<file path="src/rtl/fetch_pkg.sv">
// Shared definitions for the instruction-fetch stage and decode-side consumers:
// fetch FSM states, bubble encoding, MIPS field positions and PC helpers.
package fetch_pkg;

  typedef enum logic [1:0] {
    IDLE = 2'd0,
    BUSY = 2'd1,
    DROP = 2'd2
  } fetch_state_e;

  localparam logic [31:0] NOP_INSTR        = 32'h0000_0000;
  localparam logic [31:0] DEFAULT_RESET_PC = 32'h0000_3000;

  localparam int OP_MSB    = 31;
  localparam int OP_LSB    = 26;
  localparam int A1_MSB    = 25;
  localparam int A1_LSB    = 21;
  localparam int A2_MSB    = 20;
  localparam int A2_LSB    = 16;
  localparam int RD_MSB    = 15;
  localparam int RD_LSB    = 11;
  localparam int FUNCT_MSB = 5;
  localparam int FUNCT_LSB = 0;
  localparam int IMM_MSB   = 15;
  localparam int IMM_LSB   = 0;
  localparam int AD_MSB    = 25;
  localparam int AD_LSB    = 0;

  function automatic logic [31:0] word_align(input logic [31:0] addr);
    return {addr[31:2], 2'b00};
  endfunction

  // Sequential successor; wraps modulo 2^32.
  function automatic logic [31:0] pc_inc(input logic [31:0] addr);
    return addr + 32'd4;
  endfunction

endpackage

</file>
<file path="src/rtl/instr_field_split.sv">
// Purely combinational split of a 32-bit MIPS word into the fields latched by IF/ID.
module instr_field_split
  import fetch_pkg::*;
(
  input  logic [31:0] instr,
  output logic [5:0]  op,
  output logic [4:0]  a1,
  output logic [4:0]  a2,
  output logic [4:0]  rd,
  output logic [5:0]  funct,
  output logic [15:0] imm,
  output logic [25:0] ad
);

  assign op    = instr[OP_MSB:OP_LSB];
  assign a1    = instr[A1_MSB:A1_LSB];
  assign a2    = instr[A2_MSB:A2_LSB];
  assign rd    = instr[RD_MSB:RD_LSB];
  assign funct = instr[FUNCT_MSB:FUNCT_LSB];
  assign imm   = instr[IMM_MSB:IMM_LSB];
  assign ad    = instr[AD_MSB:AD_LSB];

endmodule

</file>
<file path="src/rtl/if_fetch_unit.sv">
// Instruction-fetch stage: owns the PC, runs a req/ack fetch with wait states,
// holds one instruction in a buffer and presents it split into IF/ID fields.
module if_fetch_unit
  import fetch_pkg::*;
#(
  parameter logic [31:0] RESET_PC = DEFAULT_RESET_PC
) (
  input  logic        clk,
  input  logic        reset,
  input  logic        stall,
  input  logic        redirect,
  input  logic [31:0] redirect_pc,
  output logic        imem_req,
  output logic [31:0] imem_addr,
  input  logic        imem_ack,
  input  logic [31:0] imem_rdata,
  output logic        fetch_valid,
  output logic [31:0] PC,
  output logic [31:0] PCADD4,
  output logic [5:0]  OP,
  output logic [4:0]  A1,
  output logic [4:0]  A2,
  output logic [4:0]  RD,
  output logic [5:0]  FUNCT,
  output logic [15:0] IMM,
  output logic [25:0] AD
);

  localparam logic [31:0] RESET_PC_W = word_align(RESET_PC);

  fetch_state_e state;
  logic [31:0]  pc;
  logic [31:0]  pend_pc;
  logic [31:0]  ibuf;
  logic [31:0]  ibuf_pc;
  logic         ibuf_valid;

  logic         consume;
  logic         can_issue;
  logic         req_int;
  logic         capture;
  logic [31:0]  target;
  logic [31:0]  out_word;
  logic         unused_rpc_lsb;

  assign consume        = ~stall;
  assign can_issue      = ~ibuf_valid | consume;
  assign target         = {redirect_pc[31:2], 2'b00};
  assign unused_rpc_lsb = ^redirect_pc[1:0];

  // Once a request is outstanding it is held until acknowledged.
  always_comb begin
    req_int = 1'b0;
    case (state)
      IDLE:    req_int = can_issue & ~redirect;
      BUSY:    req_int = 1'b1;
      DROP:    req_int = 1'b1;
      default: req_int = 1'b0;
    endcase
  end

  assign imem_req  = req_int & ~reset;
  assign imem_addr = pc;

  // Only a non-redirected ack in IDLE or BUSY delivers an instruction.
  assign capture = imem_req & imem_ack &
                   ((state == IDLE) | ((state == BUSY) & ~redirect));

  always_ff @(posedge clk or posedge reset) begin
    if (reset) begin
      state      <= IDLE;
      pc         <= RESET_PC_W;
      pend_pc    <= '0;
      ibuf       <= NOP_INSTR;
      ibuf_pc    <= '0;
      ibuf_valid <= 1'b0;
    end else begin
      if (capture) begin
        ibuf    <= imem_rdata;
        ibuf_pc <= pc;
      end

      if (capture) begin
        ibuf_valid <= 1'b1;
      end else if (redirect | consume) begin
        ibuf_valid <= 1'b0;
      end

      case (state)
        IDLE: begin
          if (redirect) begin
            pc <= target;
          end else if (req_int) begin
            if (imem_ack) begin
              pc <= pc_inc(pc);
            end else begin
              state <= BUSY;
            end
          end
        end
        BUSY: begin
          if (imem_ack) begin
            pc    <= redirect ? target : pc_inc(pc);
            state <= IDLE;
          end else if (redirect) begin
            pend_pc <= target;
            state   <= DROP;
          end
        end
        DROP: begin
          // A redirect coinciding with the ack is newer than pend_pc.
          if (imem_ack) begin
            pc    <= redirect ? target : pend_pc;
            state <= IDLE;
          end else if (redirect) begin
            pend_pc <= target;
          end
        end
        default: state <= IDLE;
      endcase
    end
  end

  assign fetch_valid = ibuf_valid;
  assign out_word    = ibuf_valid ? ibuf : NOP_INSTR;
  assign PC          = ibuf_valid ? ibuf_pc : 32'h0;
  assign PCADD4      = ibuf_valid ? pc_inc(ibuf_pc) : 32'h0;

  instr_field_split u_split (
    .instr (out_word),
    .op    (OP),
    .a1    (A1),
    .a2    (A2),
    .rd    (RD),
    .funct (FUNCT),
    .imm   (IMM),
    .ad    (AD)
  );

endmodule
</file>
<file path="config.mk">
export PLATFORM = sky130hd
export DESIGN_NAME = if_fetch_unit
export DESIGN_NICKNAME = d
export VERILOG_FILES = /design/src/rtl/fetch_pkg.sv /design/src/rtl/instr_field_split.sv /design/src/rtl/if_fetch_unit.sv
export SDC_FILE = /design/constraint.sdc
export NUM_CORES = 1
export LEC_CHECK = 0
export BUFFER_PORTS_ARGS = -buffer_cell sky130_fd_sc_hd__buf_2
export CAP_MARGIN = 10
export CORE_MARGIN = 8
export CORE_UTILIZATION = 54
export CTS_BUF_LIST = sky130_fd_sc_hd__clkbuf_8
export CTS_CLUSTER_SIZE = 8
export DETAILED_ROUTE_END_ITERATION = 10
export PLACE_DENSITY = 0.83
export SLEW_MARGIN = 20
export SYNTH_ARGS = -nofsm -noshare
export SYNTH_HDL_FRONTEND = slang
export SYNTH_HIERARCHICAL = 1
export SYNTH_SLANG_ARGS = --single-unit
</file>
<file path="constraint.sdc">
create_clock -name clk -period 5.4 [get_ports clk]
set_clock_uncertainty 0.2 [all_clocks]
set_input_delay 0.27 -clock clk [delete_from_list [all_inputs] [get_ports clk]]
set_output_delay 0.27 -clock clk [all_outputs]
set_load 0.03 [all_outputs]
</file>
Yosys cells after proc, flatten, opt, wreduce, memory -nomap -nowiden
Index checks and enable logic that the tools add are counted.

storage, ports and cells
  output and inout bits = 167
  bits in registers = 131
  RAM bits = 0
  latch bits = 0
  word-level logic and storage cells = 59
  memories = 0
  bits in read-only memories = 0
  input bits = 69

cells by class
  $add $sub $neg = 2
  shift operators = 0
  $lt $le $gt $ge = 0
  bitwise gates (word level) = 13
  divide/modulo/power cells = 0
  mux-type cells = 21
  equality and inequality tests = 10
  multiply operators = 0
  reduce and logical (&&, ||, !) cells = 7

operators with widths
  operator                                        count
  2-to-1 mux 32 bit                               10
  case mux 32 bit (3 select lines)                1
  adder 32 x 3 -> 32 bit (second input constant)  2
  2-to-1 mux 2 bit                                6
  inequality test 2 bit (second input constant)   5
  AND reduction 5 bit                             2
  inequality test 3 bit (second input constant)   3
  case mux 2 bit (3 select lines)                 1
  AND 1 bit                                       5
  NOT 1 bit                                       5
  OR 1 bit                                        3
  nonzero test 3 bit                              1
  == test 2 x 1 -> 1 bit (second input constant)  1
  == test 2 bit (second input constant)           1
  logical NOT 2 bit                               1
  2-to-1 mux 1 bit                                2
  case mux 1 bit (2 select lines)                 1
  AND reduction 2 bit                             1
  nonzero test 2 bit                              1
  OR reduction 2 bit                              1

Longest topological paths before layout
Gate-level depths: netlist of run 1.

  depth after elaboration = 8
  mapped depth = 9
  depth with buffers taken out = 7

By module
Netlist of run 1, hierarchy kept.

by module, submodules not included
  module             cells each  times used  area each (um^2)
  if_fetch_unit      725         1           7324.5
  instr_field_split  69          1           518.0

Least setup slack after synthesis of run 1
OpenSTA, ideal clock, no wires.

  kind = register to register
  start point = register state[1]
  end point = register ibuf[0]
  setup slack = 2.461 ns
  buffers on the path = 2
  cell stages (with the launch flop) = 10
  arrival = 2.614 ns
  library setup time = 0.125 ns
  cells stage by stage = dfrtp_1 -> inv_1 -> ha_1 -> nor2b_4 -> a21oi_1 -> nor3_1 -> o211a_1 -> buf_2 -> buf_4 -> mux2_2

on the way
  word-level cells in the longest chain between the ends = 6
  elaborated cells between the ends (all ways) = 10

ends and longest elaborated chain
  element                                                         line                  RTL
  from (decl)                                                     if_fetch_unit.sv:31   fetch_state_e state;
  from (signal assigned)                                          if_fetch_unit.sv:71   state <= IDLE;
  from (signal assigned)                                          if_fetch_unit.sv:97   state <= BUSY;
  from (signal assigned)                                          if_fetch_unit.sv:104  state <= IDLE;
  == test 2 x 1 -> 1 bit / == test 2 bit (equally long branches)  if_fetch_unit.sv:54   case (state)
  OR reduction 2 bit (no source line)                             -
  case mux 1 bit (2 select lines) *                               if_fetch_unit.sv:54
  AND 1 bit *                                                     if_fetch_unit.sv:62   assign imem_req = req_int & ~reset;
  net imem_req                                                    if_fetch_unit.sv:13   output logic imem_req,
  AND 1 bit * (2 in a row)                                        if_fetch_unit.sv:66   assign capture = imem_req & imem_ack &
  to (signal assigned)                                            if_fetch_unit.sv:79   ibuf <= imem_rdata;
  to (decl)                                                       if_fetch_unit.sv:34   logic [31:0] ibuf;

The timed path passes the listed nets; every way through them passes the cells marked *.
A chain may end at the register's enable or synchronous reset.

Worst setup path in the final report of run 1
  start point = register ibuf_pc[2]
  end point = output PCADD4[22]

on the way
  word-level cells in the longest chain between the ends = 2

ends and longest elaborated chain
  element                 line                  RTL
  from (decl)             if_fetch_unit.sv:35   logic [31:0] ibuf_pc;
  from (signal assigned)  if_fetch_unit.sv:80   ibuf_pc <= pc;
  adder 32 x 3 -> 32 bit  fetch_pkg.sv:35       return addr + 32'd4;
  2-to-1 mux 32 bit       if_fetch_unit.sv:127  assign PCADD4 = ibuf_valid ? pc_inc(ibuf_pc) : 32'h0;
  to (decl)               if_fetch_unit.sv:19   output logic [31:0] PCADD4,

No other way between the ends.

==> results of run 1 <==
-- metrics by stage --
stage | power, mW | area (um^2) | util, % | instances
finish | 5.228 | 9608 | 66.87 | 1200
global route | 5.547 | 9608 | 66.87 | 1200
CTS | 5.217 | 9603 | 66.83 | 1199
detailed placement | 4.346 | 8561 | 59.58 | 1102
global placement | 4.272 | 8561 | 59.58 | 1102
floorplan | 3.785 | 7843 | - | 794
-- flip-flops by register name, summed over array words and instances, names as in the netlist --
| signal | flops |
|---|---|
| state | 2 |
| ibuf_pc | 32 |
| ibuf | 32 |
| fetch_valid | 1 |
| pend_pc | 32 |
| imem_addr | 32 |
-- cells in the mapped netlist, types with 4 or more instances --
cell,n
sky130_fd_sc_hd__dfrtp_1,129
sky130_fd_sc_hd__mux2_2,94
sky130_fd_sc_hd__and2_1,92
sky130_fd_sc_hd__buf_4,77
sky130_fd_sc_hd__o21ai_0,52
sky130_fd_sc_hd__nand2_1,45
sky130_fd_sc_hd__clkbuf_1,29
sky130_fd_sc_hd__a21oi_1,28
sky130_fd_sc_hd__nor2_1,27
sky130_fd_sc_hd__nand4_1,23
sky130_fd_sc_hd__nand3_1,21
sky130_fd_sc_hd__xnor2_1,19
sky130_fd_sc_hd__inv_1,18
sky130_fd_sc_hd__and3_1,13
sky130_fd_sc_hd__nor3_1,11
sky130_fd_sc_hd__mux2i_1,9
sky130_fd_sc_hd__a221oi_1,8
sky130_fd_sc_hd__nor2b_1,7
sky130_fd_sc_hd__buf_2,6
sky130_fd_sc_hd__ha_1,6
sky130_fd_sc_hd__nor4_1,6
sky130_fd_sc_hd__or3_1,6
sky130_fd_sc_hd__a31oi_1,5
sky130_fd_sc_hd__xor2_1,5
sky130_fd_sc_hd__a41oi_1,4
sky130_fd_sc_hd__and4_1,4
sky130_fd_sc_hd__o211ai_1,4
sky130_fd_sc_hd__o22ai_1,4
-- cells by family (layout without fill, tap and decap cells) --
group / after synthesis / count (layout) / synth area share [%]
AO/OA/AOI/OAI: 127 / 127 / 9.940
AND/OR/NAND/NOR: 269 / 269 / 19.62
buffers and inverters: 134 / 355 / 10.32
other: 0 / 1 / 0
flip-flops: 131 / 131 / 41.83
XOR/XNOR: 24 / 24 / 2.680
adder cells (fa/ha/maj): 6 / 6 / 0.9572
multiplexers: 103 / 103 / 14.65
-- where the power goes --
part | leakage, nW | internal [mW] | switching, mW | total (mW)
logic | 2.82 | 0.944 | 1.44 | 2.38
registers | 1.59 | 1.46 | 0.559 | 2.01
clock network | 0.189 | 0.412 | 0.420 | 0.832
total | 4.60 | 2.81 | 2.42 | 5.23
-- metal layers --
metal	part of all wire (%)	track usage [%]
met5	0	0
met4	1.9	7.749
met3	7.8	5.764
met2	50	38.95
met1	40	28.27
-- critical path: stages, from the launching register on --
cell,delay (ns)
sky130_fd_sc_hd__dfrtp_1,0.44
sky130_fd_sc_hd__ha_1,0.21
sky130_fd_sc_hd__nand3_1,0.21
sky130_fd_sc_hd__nor4_1,0.79
sky130_fd_sc_hd__nand4_1,0.21
sky130_fd_sc_hd__xnor2_1,0.16
sky130_fd_sc_hd__and2_1,0.14
sky130_fd_sc_hd__buf_2,0.20
-- area by class of cell --
type | instances | area (um^2)
Tap cell | 184 | 230.2
Clock inverter | 15 | 157.7
Inverter | 18 | 70.07
Clock buffer | 17 | 234.0
Timing Repair Buffer | 305 | 1869
Multi-Input combinational cell | 529 | 3762
Fill cell | 1117 | 4761
Sequential cell | 131 | 3282
Antenna cell | 1 | 2.502
-- final timing paths --
path                                        endpoint                    from  slack, ns
setup / recovery                          PCADD4[22]  ibuf_pc[2]$_DFFE_PP0P_       2.11
hold / removal               fetch_valid$_DFFE_PP0P_                redirect       0.23
setup reg to reg                ibuf[10]$_DFFE_PP0P_    state[1]$_DFFE_PP0P_       2.46
hold reg to reg               pend_pc[1]$_DFFE_PP0P_  pend_pc[1]$_DFFE_PP0P_       0.30
max in group asynchronous  imem_addr[15]$_DFFE_PP0P_                   reset       3.28
min in group asynchronous       ibuf[26]$_DFFE_PP0P_                   reset       0.36
-- cells in the final DEF (no fill, tap or decap), drive strengths merged, types with 6 or more instances in the layout --
master,Yosys,final
inv,18,21
dfrtp,129,129
nand4,23,23
clkbuf,31,17
nor3,12,12
nor4,9,9
mux2i,9,9
or3,7,7
xnor2,19,19
nand2,45,45
nand3,23,23
and3,13,13
clkinv,0,6
dlygate4sd3,0,65
mux2,94,94
a21oi,28,28
nor2,27,27
and2,92,92
o21ai,52,52
buf,85,240
nor2b,8,8
a221oi,8,8
ha,6,6
==> impl_metrics.sql, run 1 <==
INSERT INTO impl_metrics (metric_group, metric, value, unit) VALUES
('yosys', 'synth.yosys.seq_area_share', '41.83', '%'),
('yosys', 'synth-edff-count', '0', ''),
('yosys', 'ff_latch_count_synth', '131', ''),
('global_routing', 'overflow', '0', ''),
('setup_path', 'startpoint_kind_of_the_worst_setup_timing_path', 'flop', ''),
('timing', 'final_report_hold_violation_count', '0', ''),
('yosys', 'post_synth_main_area_contributors', 'sky130_fd_sc_hd__dfrtp_1 41%, sky130_fd_sc_hd__mux2_2 13%, sky130_fd_sc_hd__buf_4 7.4%, sky130_fd_sc_hd__and2_1 7.3%, sky130_fd_sc_hd__o21ai_0 3.3%', ''),
('setup_path', 'end_kind', 'output pin', ''),
('detailed_routing', 'initialDrtViolationCount', '566', ''),
('setup_path', 'timing.critical_path.required', '4.93', 'ns'),
('setup_path', 'crit_path_max_fanout', '7', ''),
('power', 'leakage', '4.601', 'nW'),
('floorplanning', 'row_count', '44', ''),
('finish', 'post_route_cells_drive_above_1_share', '37.54', '%'),
('floorplanning', 'die-area', '18640', 'um^2'),
('setup_path', 'critical_path_data_arrival_time', '2.82', 'ns'),
('timing', 'grt_setup_unrepaired', 'false', ''),
('yosys', 'post_synth_num_cell_types', '57', ''),
('clock_network', 'tritoncts_clock_tree', 'built', ''),
('clock_network', 'ctsHtreeMaxLevel', '4', ''),
('global_routing', 'antenna_violations_before_repair', '1', ''),
('place', 'gp_congestion', '0.8393', ''),
('detailed_routing', 'ant_nets', '0', ''),
('yosys', 'post_synth_inst_count', '794', ''),
('timing', 'worst_slew_pin_slew', '1.106', 'ns'),
('clock_network', 'clock_edge_transition_at_the_registers_on_the_reported_setup_and_hold_paths', '0.08', 'ns'),
('flow_run', 'cap_violations', '0', ''),
('yosys', 'syn_area', '7843', 'um^2'),
('yosys', 'async_flop_share', '100.0', '%'),
('timing', 'fin_ws', '2.105', 'ns'),
('detailed_routing', 'mean_routed_wirelength_per_cell', '18.11', 'um'),
('floorplanning', 'floorplan.io_pins', '236', ''),
('clock_network', 'cts-root-buf', 'sky130_fd_sc_hd__clkbuf_8', ''),
('global_routing', 'grt_pass1_vias', '6459', ''),
('hold_path', 'worstHoldPathCells', '3', ''),
('power', 'ir_drop', '0.0003300', 'V'),
('finish', 'fin_nets', '1077', ''),
('place', 'dp.final_hpwl', '14550', 'um'),
('timing', 'layout_worst_path_cycle_share', '61.01', '%'),
('clock_network', 'worst_skew_pair.late_latency', '0.45', 'ns'),
('timing', 'slew_headroom', '26.24', '%'),
('clock_network', 'clockBufferDepth', '2', ''),
('detailed_routing', 'drc_errors', '0', ''),
('status', 'run_status', 'completed', ''),
('place', 'portBuffers', '233', ''),
('hold_path', 'min-delay-path-class', 'in2reg', ''),
('yosys', 'synth.largest_area_cell', 'sky130_fd_sc_hd__dfrtp_1', ''),
('yosys', 'synthesis.yosys.warnings', '6', ''),
('clock_network', 'cts_repair_resize_count', '0', ''),
('finish', 'area_growth', '22.51', '%'),
('yosys', 'ys.flop_type', 'sky130_fd_sc_hd__dfrtp_1', ''),
('clock_network', 'cts_post_setup_buffers_inserted', '0', ''),
('clock_network', 'numCtsBuffers', '17', ''),
('yosys', 'syn_nets', '869', ''),
('global_routing', 'grt_use_total', '23.09', '%'),
('floorplanning', 'initial_utilization', '54.58', '%'),
('detailed_routing', 'detailroute.via_count', '6677', ''),
('timing', 'max_clock_freq', '303.5', 'MHz'),
('yosys', 'synth_top_area_share', '41.16', '%'),
('floorplanning', 'die_w', '136.5', 'um'),
('timing', 'fin_worst_hold_slack', '0.2269', 'ns'),
('place', 'dp_slack', '2.475', 'ns'),
('clock_network', 'cts_num_sinks', '131', ''),
('timing', 'final_max_slew_viol_count', '0', ''),
('detailed_routing', 'routed_wirelength', '21740', 'um'),
('power', 'p_per_area', '544.1', 'nW/um^2'),
('yosys', 'synthesized_area_divided_by_synthesized_cell_count', '9.877', 'um^2'),
('timing', 'post-route-min-period', '3.295', 'ns'),
('global_routing', 'grt_first_pass_wirelength', '34050', 'um'),
('detailed_routing', 'via_per_instance_ratio', '5.564', ''),
('setup_path', 'path_class', 'reg2out', ''),
('detailed_routing', 'detailedRoute.firstPassIterationCount', '5', ''),
('setup_path', 'timing.reg2reg.worst_path_depth', '7', ''),
('global_routing', 'maximum_number_of_pins_on_one_net_before_global_route_repair', '97', ''),
('floorplanning', 'placeableCoreArea', '14370', 'um^2'),
('timing', 'setup_viol', '0', ''),
('floorplanning', 'die_height', '136.5', 'um'),
('clock_network', 'post_cts_hold_buffer_count', '65', ''),
('timing', 'fin_setup_tns', '0', 'ns');
(Power assumes the default switching activity.)
==> inputs of run 2 (changes only) <==
Clock period 5.4 ns to 3.4 ns, I/O delays scaled along.
==> run 2 against run 1 <==
Net effect: core utilization grew 0.79 points; non-clock buffer count grew 9; register-to-register slack lost 1.9 ns; sequential power grew 59%; global-route usage shrank 0.20 points; via count shrank 0.40%; critical path depth shrank 1; setup slack lost 1.7 ns; first-iteration DRC count shrank 9.4%; sequential cell count is the same; die area is the same.
==> impl_metrics.sql, run 2 (synthesized netlist as in run 1, its figures left out) <==
INSERT INTO impl_metrics (metric_group, metric, value, unit) VALUES
('timing', 'post-route-min-period', '2.972', 'ns'),
('global_routing', 'gr-usage-met1', '27.09', '%'),
('place', 'portBuffers', '233', ''),
('clock_network', 'tritoncts_clock_tree', 'built', ''),
('global_routing', 'grt_first_pass_wirelength', '33770', 'um'),
('detailed_routing', 'detailroute.via_count', '6650', ''),
('power', 'p_per_area', '858.8', 'nW/um^2'),
('setup_path', 'startpoint_kind_of_the_worst_setup_timing_path', 'flop', ''),
('setup_path', 'critical_path_data_arrival_time', '2.60', 'ns'),
('status', 'run_status', 'completed', ''),
('detailed_routing', 'mean_routed_wirelength_per_cell', '17.83', 'um'),
('global_routing', 'overflow', '0', ''),
('place', 'dp.final_hpwl', '14910', 'um'),
('clock_network', 'cts-root-buf', 'sky130_fd_sc_hd__clkbuf_8', ''),
('power', 'leakage', '4.682', 'nW'),
('finish', 'area_used_by_multi_input_combinational_logic', '3760', 'um^2'),
('global_routing', 'grt_pass1_vias', '6483', ''),
('finish', 'post_route_cells_drive_above_1_share', '37.40', '%'),
('setup_path', 'timing.reg2reg.worst_path_depth', '9', ''),
('finish', 'filler_cell_count', '1100', ''),
('detailed_routing', 'initialDrtViolationCount', '513', ''),
('timing', 'final_report_hold_violation_count', '0', ''),
('detailed_routing', 'ant_nets', '0', ''),
('clock_network', 'cts_num_sinks', '131', ''),
('setup_path', 'end_kind', 'output pin', ''),
('global_routing', 'busiest_layer', 'met2', ''),
('hold_path', 'worstHoldPathCells', '3', ''),
('place', 'gp_congestion', '0.8547', ''),
('timing', 'max_clock_freq', '336.4', 'MHz'),
('floorplanning', 'die-area', '18640', 'um^2'),
('floorplanning', 'floorplan.io_pins', '236', ''),
('timing', 'slew_headroom', '39.39', '%'),
('detailed_routing', 'detailedRoute.firstPassIterationCount', '5', ''),
('flow_run', 'cap_violations', '0', ''),
('hold_path', 'min-delay-path-class', 'in2reg', ''),
('floorplanning', 'die_height', '136.5', 'um'),
('detailed_routing', 'routed_wirelength', '21550', 'um'),
('global_routing', 'antenna_violations_before_repair', '0', ''),
('finish', 'layout.cells.most_common', 'sky130_fd_sc_hd__buf_2', ''),
('power', 'design_power_total', '8.349', 'mW'),
('detailed_routing', 'drc_errors', '0', ''),
('setup_path', 'critical-path-max-stage-delay', '0.60', 'ns'),
('setup_path', 'crit_path_max_fanout', '7', ''),
('clock_network', 'worst_skew_pair.late_latency', '0.45', 'ns'),
('setup_path', 'timing.critical_path.required', '3.03', 'ns'),
('power', 'ir_drop', '0.0004681', 'V'),
('clock_network', 'ctsHtreeMaxLevel', '4', ''),
('setup_path', 'path_class', 'reg2out', ''),
('timing', 'setup_viol', '0', ''),
('timing', 'worst_slew_pin_slew', '0.9072', 'ns'),
('floorplanning', 'placeableCoreArea', '14370', 'um^2'),
('finish', 'seqCellArea', '3282', 'um^2'),
('finish', 'fin_nets', '1086', ''),
('global_routing', 'grt_use_total', '22.89', '%'),
('setup_path', 'worst_path_max_delay_cell', 'sky130_fd_sc_hd__nor3_1', ''),
('global_routing', 'maximum_number_of_pins_on_one_net_before_global_route_repair', '95', ''),
('floorplanning', 'row_count', '44', ''),
('timing', 'grt_setup_unrepaired', 'false', ''),
('clock_network', 'clockBufferDepth', '2', ''),
('detailed_routing', 'via_per_instance_ratio', '5.500', ''),
('floorplanning', 'die_w', '136.5', 'um'),
('timing', 'layout_worst_path_cycle_share', '87.42', '%'),
('timing', 'fin_setup_tns', '0', 'ns'),
('finish', 'most_frequent_cells_in_the_layout', '233 x sky130_fd_sc_hd__buf_2, 128 x sky130_fd_sc_hd__dfrtp_1, 94 x sky130_fd_sc_hd__mux2_2, 92 x sky130_fd_sc_hd__and2_1, 66 x sky130_fd_sc_hd__dlygate4sd3_1', ''),
('clock_network', 'numCtsBuffers', '17', ''),
('timing', 'final_max_slew_viol_count', '0', ''),
('setup_path', 'crit_chain', 'nand4_1 -> nor3_1 -> and2_1 -> nand3_1 -> mux2_2 -> buf_2', ''),
('global_routing', 'grtUsageMet2', '38.71', '%'),
('floorplanning', 'initial_utilization', '54.58', '%'),
('global_routing', 'met3_usage', '6.204', '%'),
('clock_network', 'clock_edge_transition_at_the_registers_on_the_reported_setup_and_hold_paths', '0.07', 'ns'),
('finish', 'area_growth', '23.96', '%');
==> run 2: cell types whose count changed in the layout (fill, tap and decap cells not counted), sizes merged <==
cell / change
buf: +8
inv: +1
clkinvlp: -1
dlygate4sd3: +1
bufinv: +1
clkbuf: +1
clkinv: -2
==> run 2: path summary, 6_finish.rpt <==
| path | end | start | slack [ns] |
|---|---|---|---|
| max | PCADD4[31] | ibuf_pc[6]$_DFFE_PP0P_ | 0.43 |
| min | imem_addr[15]$_DFFE_PP0P_ | redirect | 0.16 |
| max reg2reg | fetch_valid$_DFFE_PP0P_ | state[1]$_DFFE_PP0P_ | 0.53 |
| min reg2reg | pend_pc[0]$_DFFE_PP0P_ | pend_pc[0]$_DFFE_PP0P_ | 0.30 |
| max in group asynchronous | imem_addr[13]$_DFFE_PP1P_ | reset | 1.95 |
| min in group asynchronous | ibuf_pc[0]$_DFFE_PP0P_ | reset | 0.26 |
==> run 2: final cells by class <==
cell class,instances,area share (%)
clock inverters,14,1.557
inverters,18,0.7336
multi-input cells,529,38.67
repair buffers,314,20.33
well taps,184,2.368
flip-flops and latches,131,33.76
diodes,1,0.02574
clock buffers,18,2.548
==> run 2: metrics by stage <==
| stage | utilization [%] | area [um^2] | hold slack, ns | setup WS [ns] | cells |
|---|---|---|---|---|---|
| 6_report | 67.66 | 9722 | 0.1633 | 0.4277 | 1209 |
| 4_1_cts | 67.64 | 9719 | 0.1375 | 0.3470 | 1208 |
| 3_3_place_gp | 60.27 | 8660 | 0.2017 | 0.8711 | 1110 |
| 5_1_grt | 67.64 | 9719 | 0.1583 | 0.2135 | 1208 |
| 3_5_place_dp | 60.27 | 8660 | 0.2058 | 0.8299 | 1110 |
| 2_1_floorplan | - | 7846 | 0.1206 | 0.4608 | 794 |
==> run 2: routing by layer <==
metal  wire [um]  share of wire, %
met1        8585                40
met2       10690                50
met3        1824               8.5
met4         453               2.1
met5           0                 0
==> run 2: critical path, delay by kind of cell, from the launching register on <==
kind	cells	cell delay (ns)
buf+inv	1	0.18
flops	1	0.46
mux	1	0.28
simple gates	4	1.25
==> run 2: power breakdown <==
group          internal (mW)  switching, mW
sequential              2.31          0.872
combinational           1.54           2.29
clock                  0.729          0.607
==> run 2: repair_timing <==
| item | in CTS | in global routing |
|---|---|---|
| resized for setup | 0 | 0 |
| hold buffers | 66 | 0 |
| setup buffers | 0 | 0 |
| hold endpoints to repair | 131 | 0 |
